### src/rtl/adder_accumulator_ctrl.sv
// Purpose: sequences A <= A + B through an external combinational ripple adder.
// Latency: Run edge sampled at edge E -> Acc/Done valid after edge E+SETTLE_CYCLES+1.
// Backpressure: none; Load_B/Clear_A/Run edges arriving outside IDLE are dropped, not queued.
module adder_accumulator_ctrl #(
  parameter int WIDTH         = 16,
  parameter int SETTLE_CYCLES = 2
) (
  input  logic             Clk,
  input  logic             Reset_n,
  input  logic [WIDTH-1:0] Sw,
  input  logic             Load_B,
  input  logic             Clear_A,
  input  logic             Run,
  output logic [WIDTH-1:0] Add_A,
  output logic [WIDTH-1:0] Add_B,
  input  logic [WIDTH-1:0] Add_Sum,
  input  logic             Add_Cout,
  output logic [WIDTH-1:0] Acc,
  output logic             Carry,
  output logic             Ovf,
  output logic             Busy,
  output logic             Done
);

  localparam logic [1:0] IDLE    = 2'd0;
  localparam logic [1:0] SETTLE  = 2'd1;
  localparam logic [1:0] CAPTURE = 2'd2;
  localparam logic [1:0] HOLD    = 2'd3;

  // Counter only needs to hold SETTLE_CYCLES-1; keep at least one bit.
  localparam int CW = (SETTLE_CYCLES > 1) ? $clog2(SETTLE_CYCLES) : 1;
  localparam logic [CW-1:0] CNT_LOAD = CW'(SETTLE_CYCLES - 1);

  logic [1:0]       state;
  logic [CW-1:0]    cnt;
  logic [WIDTH-1:0] a_q;
  logic [WIDTH-1:0] b_q;
  logic             carry_q;
  logic             ovf_q;
  logic             done_q;

  logic load_b_q;
  logic clear_a_q;
  logic run_q;

  logic evt_load_b;
  logic evt_clear_a;
  logic evt_run;

  assign evt_load_b  = Load_B  & ~load_b_q;
  assign evt_clear_a = Clear_A & ~clear_a_q;
  assign evt_run     = Run     & ~run_q;

  assign Add_A = a_q;
  assign Add_B = b_q;
  assign Acc   = a_q;
  assign Carry = carry_q;
  assign Ovf   = ovf_q;
  assign Done  = done_q;
  assign Busy  = (state == SETTLE) || (state == CAPTURE);

  // Edge-detect history; reset to 1 so a level held through reset is not seen as a fresh press.
  always_ff @(posedge Clk or negedge Reset_n) begin
    if (!Reset_n) begin
      load_b_q  <= 1'b1;
      clear_a_q <= 1'b1;
      run_q     <= 1'b1;
    end else begin
      load_b_q  <= Load_B;
      clear_a_q <= Clear_A;
      run_q     <= Run;
    end
  end

  // Control FSM and operand/result registers; A and B only change in IDLE or at CAPTURE.
  always_ff @(posedge Clk or negedge Reset_n) begin
    if (!Reset_n) begin
      state   <= IDLE;
      cnt     <= '0;
      a_q     <= '0;
      b_q     <= '0;
      carry_q <= 1'b0;
      ovf_q   <= 1'b0;
      done_q  <= 1'b0;
    end else begin
      done_q <= 1'b0;
      case (state)
        IDLE: begin
          if (evt_clear_a) begin
            a_q     <= '0;
            carry_q <= 1'b0;
            ovf_q   <= 1'b0;
          end
          // B loads at the same edge the run starts, so the add sees the new B.
          if (evt_load_b) begin
            b_q <= Sw;
          end
          if (evt_run && !evt_clear_a) begin
            state <= SETTLE;
            cnt   <= CNT_LOAD;
          end
        end
        SETTLE: begin
          if (cnt == '0) begin
            state <= CAPTURE;
          end else begin
            cnt <= cnt - CW'(1);
          end
        end
        CAPTURE: begin
          a_q     <= Add_Sum;
          carry_q <= Add_Cout;
          ovf_q   <= (a_q[WIDTH-1] == b_q[WIDTH-1]) && (Add_Sum[WIDTH-1] != a_q[WIDTH-1]);
          done_q  <= 1'b1;
          state   <= Run ? HOLD : IDLE;
        end
        HOLD: begin
          // Wait for release so a long press still produces a single add.
          if (!Run) begin
            state <= IDLE;
          end
        end
        default: state <= IDLE;
      endcase
    end
  end

endmodule

### config.mk
export PLATFORM = sky130hd
export DESIGN_NAME = adder_accumulator_ctrl
export DESIGN_NICKNAME = d
export VERILOG_FILES = /design/src/rtl/adder_accumulator_ctrl.sv
export SDC_FILE = /design/constraint.sdc
export NUM_CORES = 1
export LEC_CHECK = 0
export CORE_MARGIN = 2
export CORE_UTILIZATION = 41
export CTS_BUF_LIST = sky130_fd_sc_hd__clkbuf_8
export CTS_CLUSTER_DIAMETER = 50
export CTS_CLUSTER_SIZE = 10
export DETAILED_ROUTE_END_ITERATION = 8
export GPL_TIMING_DRIVEN = 0
export PLACE_DENSITY = 0.82
export SLEW_MARGIN = 20
export SYNTH_ARGS = -nofsm -noshare
export SYNTH_HDL_FRONTEND = slang
export SYNTH_SLANG_ARGS = --single-unit
### constraint.sdc
create_clock -name Clk -period 2 [get_ports Clk]
set_input_delay 0.5 -clock Clk [delete_from_list [all_inputs] [get_ports Clk]]
set_output_delay 0.5 -clock Clk [all_outputs]
set_load 0.02 [all_outputs]
Word-level counts from Yosys, hierarchy flattened
Index checks and enable logic that the tools add are counted.
- register bits after elaboration: 41
- bits of input ports: 38
- output and inout bits: 52
- logic and storage cells: 51
- add/subtract/negate cells: 1
- equality and inequality tests: 9
- muxes and demuxes: 14
- bitwise logic cells: 6
- reductions and logical operators: 11
- operators by type and width (kind ; count):
    $pmux W16 S2 ; 1
    $mux W16 ; 1
    $mux W2 ; 4
    $ne A2 B2 Y1 const B ; 4
    $pmux W2 S4 ; 1
    $pmux W1 S2 ; 3
    $reduce_and A2 Y1 ; 3
    $eq A2 B2 Y1 const B ; 2
    $mux W1 ; 4
    $reduce_bool A2 Y1 ; 2
    $and A1 B1 Y1 ; 3
    $not A1 Y1 ; 3
    $reduce_and A3 Y1 ; 1
    $eq A2 B1 Y1 const B ; 1
    $logic_and A1 B1 Y1 ; 2
    $logic_not A2 Y1 ; 1
    $eq A1 B1 Y1 ; 1
    $logic_not A1 Y1 ; 1
    $logic_or A1 B1 Y1 ; 1
    $ne A1 B1 Y1 ; 1
    $sub A1 B1 Y1 const B ; 1

Depth between registers and ports, before layout
Gate-level depths: netlist (run 1).
- depth after elaboration: 6
- mapped depth: 7
- gate-level depth less buffers: 5

Least setup slack after synthesis (run 1)
Ideal clock, no wire load.
- path type: register to register
- start point: reg state[0]
- end point: reg a_q[0] (netlist: Acc[0])
- library setup time: 0.121 ns
- arrival time: 1.488 ns
- path slack: 0.391 ns
- cell stages (with the launch flop): 8
- path buffers: 2
- period minus slack after synthesis: 1.609 ns
- cells stage by stage: dfrtp_1 inv_1 ha_1 inv_1 o21a_1 buf_2 buf_6 a22o_2
- word-level cells in the longest chain between the ends: 3
- elaborated cells on any way between the ends: 6
- classes of those cells: eq/ne: 2; mux: 1; reduce/logical: 3
- ends and longest elaborated chain (what ; line ; RTL):
    start: declaration ; 34 ; logic [1:0] state;
    start signal: assignment ; 115 ; state <= Run ? HOLD : IDLE;
    $eq A2 B2 Y1 or $logic_not A2 Y1 (tied branches) ; 87 ; case (state)
    $reduce_bool A2 Y1 (no line) or $ne A2 B2 Y1 (tied branches) ; - ;
    $reduce_and A2 Y1 (no line) ; - ;
    end signal: assignment ; 111 ; a_q <= Add_Sum;
    end: declaration ; 36 ; logic [WIDTH-1:0] a_q;
Parallel ways exist; a longest one is shown, timed or not.
A chain may end at the register's enable or synchronous reset.

Final worst setup path (run 1)
- start point: reg a_q[15] (netlist: Acc[15])
- end point: out Add_A[15]
- RTL lines (what ; line ; RTL):
    end: declaration ; 14 ; output logic [WIDTH-1:0] Add_A,
No word-level cell between the ends.

==> flow_summary.yaml, run 1 <==
critical_path:
  crit_required_ns: 1.50
  criticalPathCategory: "flop to output port"
  reg2reg_from: "state[1]$_DFFE_PN0P_"
  crit_fanout: 5
  crit_path_start_kind: "flop"
  cp-endpoint: "Add_A[15]"
  rr_worst_depth: 7
  endpoint_kind: "output port"
  r2r_end: "Acc[15]$_DFFE_PN0P_"
  startpoint: "Acc[15]$_DFFE_PN0P_"
  arrival_ns: 1.43
  rrSetupSlack_ns: 0.22
pwr:
  p_leak_nw: 1.27
  total_power_mw: 4.68
  power_density_nw_per_um2: 1640
  ir_worst_vdd_mv: 0.868
route:
  wl_per_cell_um: 14.5
  dr.pass1.iters: 4
  routed_wl_um: 3980
  dr.first_iter.drc_count: 82
  drc: 0
  routed_via_density: 4.73
  ant_nets: 0
  vias: 1296
yosys:
  yosys_warnings: 0
  synthTopCellsByArea: "dfrtp_1 54%, a22o_2 10%, mux2_2 10%"
  synth_cell_types: 24
  synthArstFlopShare: 1.00
  yosys_register_bits: 41
  synth_edf_count: 0
  ys.flop_type: "dfrtp_1"
  synth_compound_area_frac: 0.133
  synth_simple_gate_area_frac: 0.0325
  synth_top_family_by_area: "compound AO/OA/AOI/OAI gates"
  synth.avg_cell_area_um2: 14.1
  yosys.cell_count.top_type: "dfrtp_1"
  synth_top_area_frac: 0.537
  ys_seq_area_frac: 0.581
  synth_xor_area_frac: 0
  synthCells: 126
  synth_common_cells: "38 x dfrtp_1, 18 x a22o_2, 17 x buf_4"
  synth_adder_area_share: 0.0353
  synth_mux_area_frac: 0.120
  synthesis.nets: 169
  synthesis.area_um2: 1770
  yosysTopAreaCell: "dfrtp_1"
floorplan:
  die_w_um: 69.7
  start_util: 0.434
  top_level_ports: 90
  core_um2: 4090
  fp.dieH_um: 69.7
  die_area_um2: 4860
  rows: 23
sta:
  max_freq_mhz: 519
  setup-violations-final: 0
  finalHoldViolations: 0
  worstMarginPinSlew_ns: 0.457
  skew_ns: 0.00561
  final.min_clock_period_ns: 1.93
  finalCritPeriodShare: 0.963
  max-slew-margin-rel: 0.695
  grt_setup_unrepaired: "false"
  slew_violations: 0
  worst_slack_ns: 0.0744
global_routing:
  grt_max_degree: 25
  groute.usage.overall: 0.173
  grt_overflow: 0
  grt_pass1_wl_um: 6600
  grt_antenna_before_repair: 0
  grt_pass1_vias: 1338
cts:
  clk_latency_ns: 0.30
  ctsResizeCount: 1
  cts_made_buffers: 5
  htreeDepth: 2
  clockBufferDepth: 2
  hold_buffers: 0
  cts_tree: "yes"
  path_clk_slew_ns: 0.08
  cts_setup_buffers: 0
  clock-sinks: 41
  cts-root-buf: "clkbuf_8"
final_layout:
  syn2layout_area_growth_pct: 61.6
  stdcell_area_um2: 2860
  num_antenna_cells: 0
  finalNetCount: 266
  final_cell_count_no_fill: 274
  drive_gt1_frac: 0.304
  nFillCells: 316
placed_design:
  gp_congestion: 0.785
  placed_area_um2: 2750
  dp_slack_ns: 0.00372
  port_buffers: 89
  dp_cells: 266
  place_hpwl_um: 3080
outcome:
  status: "complete, no violations"
run:
  maxCapViolCount: 0
hold_path:
  hp-class: "input port to async pin"
## metrics by stage
| step | hold slack (ns) | utilization | TNS [ns] |
|---|---|---|---|
| floorplan | 0.204 | - | 0 |
| global placement | 0.487 | 0.667 | -25.21 |
| detailed placement | 0.476 | 0.672 | 0 |
| CTS | 0.157 | 0.701 | 0 |
| global route | 0.183 | 0.701 | 0 |
| finish | 0.145 | 0.701 | 0 |
## worst min path at each step
stage,from,endpoint,slack [ns],cells past startpoint
after global routing,Reset_n,Add_B[4]$_DFFE_PN0P_,0.18,1
after detailed placement,Reset_n,Acc[11]$_DFFE_PN0P_,0.48,1
after CTS,Reset_n,Add_B[4]$_DFFE_PN0P_,0.16,1
after floorplan,Reset_n,Acc[0]$_DFFE_PN0P_,0.20,0
final,Reset_n,Add_B[4]$_DFFE_PN0P_,0.15,1
after global placement,Add_B[1]$_DFFE_PN0P_,Add_B[1]$_DFFE_PN0P_,0.49,1
## state kept, by name, indices dropped and copies added, names as in the netlist
name	count
Acc	16
Add_B	16
Carry	1
Done	1
Ovf	1
clear_a_q	1
cnt	1
load_b_q	1
run_q	1
state	2
## cells by family (layout without fill, tap and decap cells)
group,after synthesis,in the layout
mux,18,18
buf+inv,24,122
simple gates,11,11
flops,41,41
compound gates,27,27
fa+ha+maj,5,5
## cells in the final DEF (no fill, tap or decap), drive strengths merged, types with 2 or more instances in the layout
cell,instances
clkdlybuf4s50,87
buf,21
dfstp,3
clkbuf,7
nand2,5
o21ai,4
a22o,18
ha,5
mux2,16
dfrtp,38
inv,5
o21a,2
mux2i,2
## area by class of cell
cell class                      instances  area, um2  area share
Sequential cell                        41       1030       0.360
Timing Repair Buffer                   90        912       0.319
Multi-Input combinational cell         61        569       0.199
Buffer                                 20        158      0.0551
Clock buffer                            6       82.6      0.0288
Tap cell                               50       62.6      0.0219
Clock inverter                          2       33.8      0.0118
Inverter                                4       15.0     0.00524
## critical path, stage by stage, from the launching register on
cell             delay [ns]
dfrtp_1                0.41
buf_4                  0.13
clkdlybuf4s50_1        0.59
## metal layers
layer,vias up,global-route usage,share of wire
met4,0,0.0726,0.023
met5,-,0,0
met1,630,0.228,0.43
met2,37,0.272,0.50
li1,620,-,-
met3,9,0.0422,0.043
## where the power goes
group          internal (mW)  total [mW]  switching, mW
sequential              1.18        1.42          0.230
clock                  0.402       0.688          0.286
combinational           1.42        2.58           1.16
total                   3.01        4.68           1.67
Power figures use the tool's default switching activity.
==> run 2: changes to the inputs <==
Settings changed: REMOVE_ABC_BUFFERS set to 1.
==> run 2 against run 1 <==
Sequential share of layout area grew 2.2 points. Worst hold slack lost 0.093 ns. Routed wire length shrank 0.10%. Critical path type unchanged. Largest cell class is now sequential cells. Highest routed layer unchanged.
==> flow_summary.yaml, run 2 (synthesized netlist as in run 1, its figures left out) <==
cts:
  cts-root-buf: "clkbuf_8"
  cts_setup_buffers: 0
  clock-sinks: 41
  clockBufferDepth: 2
  clk_latency_ns: 0.29
  cts_made_buffers: 5
  cts_tree: "yes"
  path_clk_slew_ns: 0.08
  htreeDepth: 2
  ctsResizeCount: 1
  hold_buffers: 0
critical_path:
  cp_slowest_cell: "dfrtp_1"
  crit_family: "buffers and inverters"
  crit_required_ns: 1.50
  arrival_ns: 1.39
  reg2reg_from: "state[0]$_DFFE_PN0P_"
  critPathMaxStageDelay_ns: 0.39
  r2r_end: "Add_B[12]$_DFFE_PN0P_"
  endpoint_kind: "output port"
  rr_worst_depth: 4
  rrSetupSlack_ns: 0.23
  crit_fanout: 4
  crit_chain: "inv_1 > ha_1 > dlygate4sd2_1"
  worst-path-buf-inv: 2
  crit_path_start_kind: "flop"
  criticalPathCategory: "flop to output port"
global_routing:
  grt_max_degree: 34
  grt_pass1_wl_um: 6710
  grt_antenna_before_repair: 0
  grt_pass1_vias: 1330
  grt_overflow: 0
  groute.usage.overall: 0.175
floorplan:
  die_w_um: 69.7
  core_um2: 4090
  rows: 23
  die_area_um2: 4860
  fp.dieH_um: 69.7
  top_level_ports: 90
  start_util: 0.434
sta:
  max-slew-margin-rel: 0.591
  grt_setup_unrepaired: "false"
  whs_ns: 0.0527
  worstMarginPinSlew_ns: 0.613
  final.min_clock_period_ns: 1.89
  setup-violations-final: 0
  max_freq_mhz: 528
  finalHoldViolations: 0
  skew_ns: 0.00761
  finalCritPeriodShare: 0.946
  slew_violations: 0
pwr:
  power_density_nw_per_um2: 1660
  ir_worst_vdd_mv: 0.855
  p_leak_nw: 1.17
hold_path:
  hp-class: "input port to async pin"
route:
  vias: 1252
  wl_per_cell_um: 15.7
  drc: 0
  dr.first_iter.drc_count: 92
  routed_via_density: 4.93
  ant_nets: 0
  routed_wl_um: 3980
  dr.pass1.iters: 4
run:
  maxCapViolCount: 0
placed_design:
  placed_area_um2: 2580
  port_buffers: 89
  place_hpwl_um: 2990
  dp_cells: 246
  gp_congestion: 0.830
final_layout:
  mostFrequentLayoutCell: "clkdlybuf4s50_1"
  finalNetCount: 246
  stdcell_area_um2: 2700
  final_cell_mix: "87 x clkdlybuf4s50_1, 38 x dfrtp_1, 18 x a22o_2"
  final_cell_count_no_fill: 254
  num_antenna_cells: 0
  nFillCells: 277
  drive_gt1_frac: 0.235
  syn2layout_area_growth_pct: 52.3
outcome:
  status: "complete, no violations"
[run 2: power by group]
group	leakage (nW)	total [mW]	internal, mW	switching, mW
Clock	0.0626	0.672	0.402	0.271
Sequential	0.505	1.43	1.18	0.240
Combinational	0.599	2.37	1.24	1.13
Total	1.17	4.47	2.83	1.64
[run 2: how the worst max path moves through the flow]
stage | cells past startpoint | end | startpoint | slack [ns]
floorplan | 4 | Add_B[0]$_DFFE_PN0P_ | state[0]$_DFFE_PN0P_ | 0.45
global placement | 1 | Acc[5]$_DFFE_PN0P_ | Reset_n | -0.47
detailed placement | 4 | Acc[14]$_DFFE_PN0P_ | Clear_A | -0.15
CTS | 3 | Busy | state[0]$_DFFE_PN0P_ | 0.09
global route | 3 | Busy | state[0]$_DFFE_PN0P_ | 0.02
finish | 3 | Busy | state[0]$_DFFE_PN0P_ | 0.11
[run 2: cell type report]
type | count | area, um2 | share of cell area
Multi-Input combinational cell | 61 | 569 | 0.211
Timing Repair Buffer | 90 | 905 | 0.335
Sequential cell | 41 | 1030 | 0.382
Clock inverter | 2 | 33.8 | 0.0125
Inverter | 4 | 15.0 | 0.00557
Tap cell | 50 | 62.6 | 0.0232
Clock buffer | 6 | 82.6 | 0.0306
[run 2: through the flow]
step | utilization | total power, mW | setup slack, ns | setup TNS [ns]
2_1_floorplan | - | 2.66 | 0.452 | 0
3_3_place_gp | 0.628 | 3.76 | -0.468 | -19.27
3_5_place_dp | 0.632 | 3.85 | -0.145 | -2.49
6_report | 0.660 | 4.47 | 0.107 | 0
5_1_grt | 0.660 | 4.72 | 0.0178 | 0
4_1_cts | 0.660 | 4.52 | 0.0900 | 0
[run 2: metal layers]
layer,GRT usage,share of wire,vias up
li1,-,-,580
met1,0.208,0.42,599
met2,0.296,0.49,66
met3,0.0538,0.075,7
met4,0.0726,0.018,0
met5,0,0,-
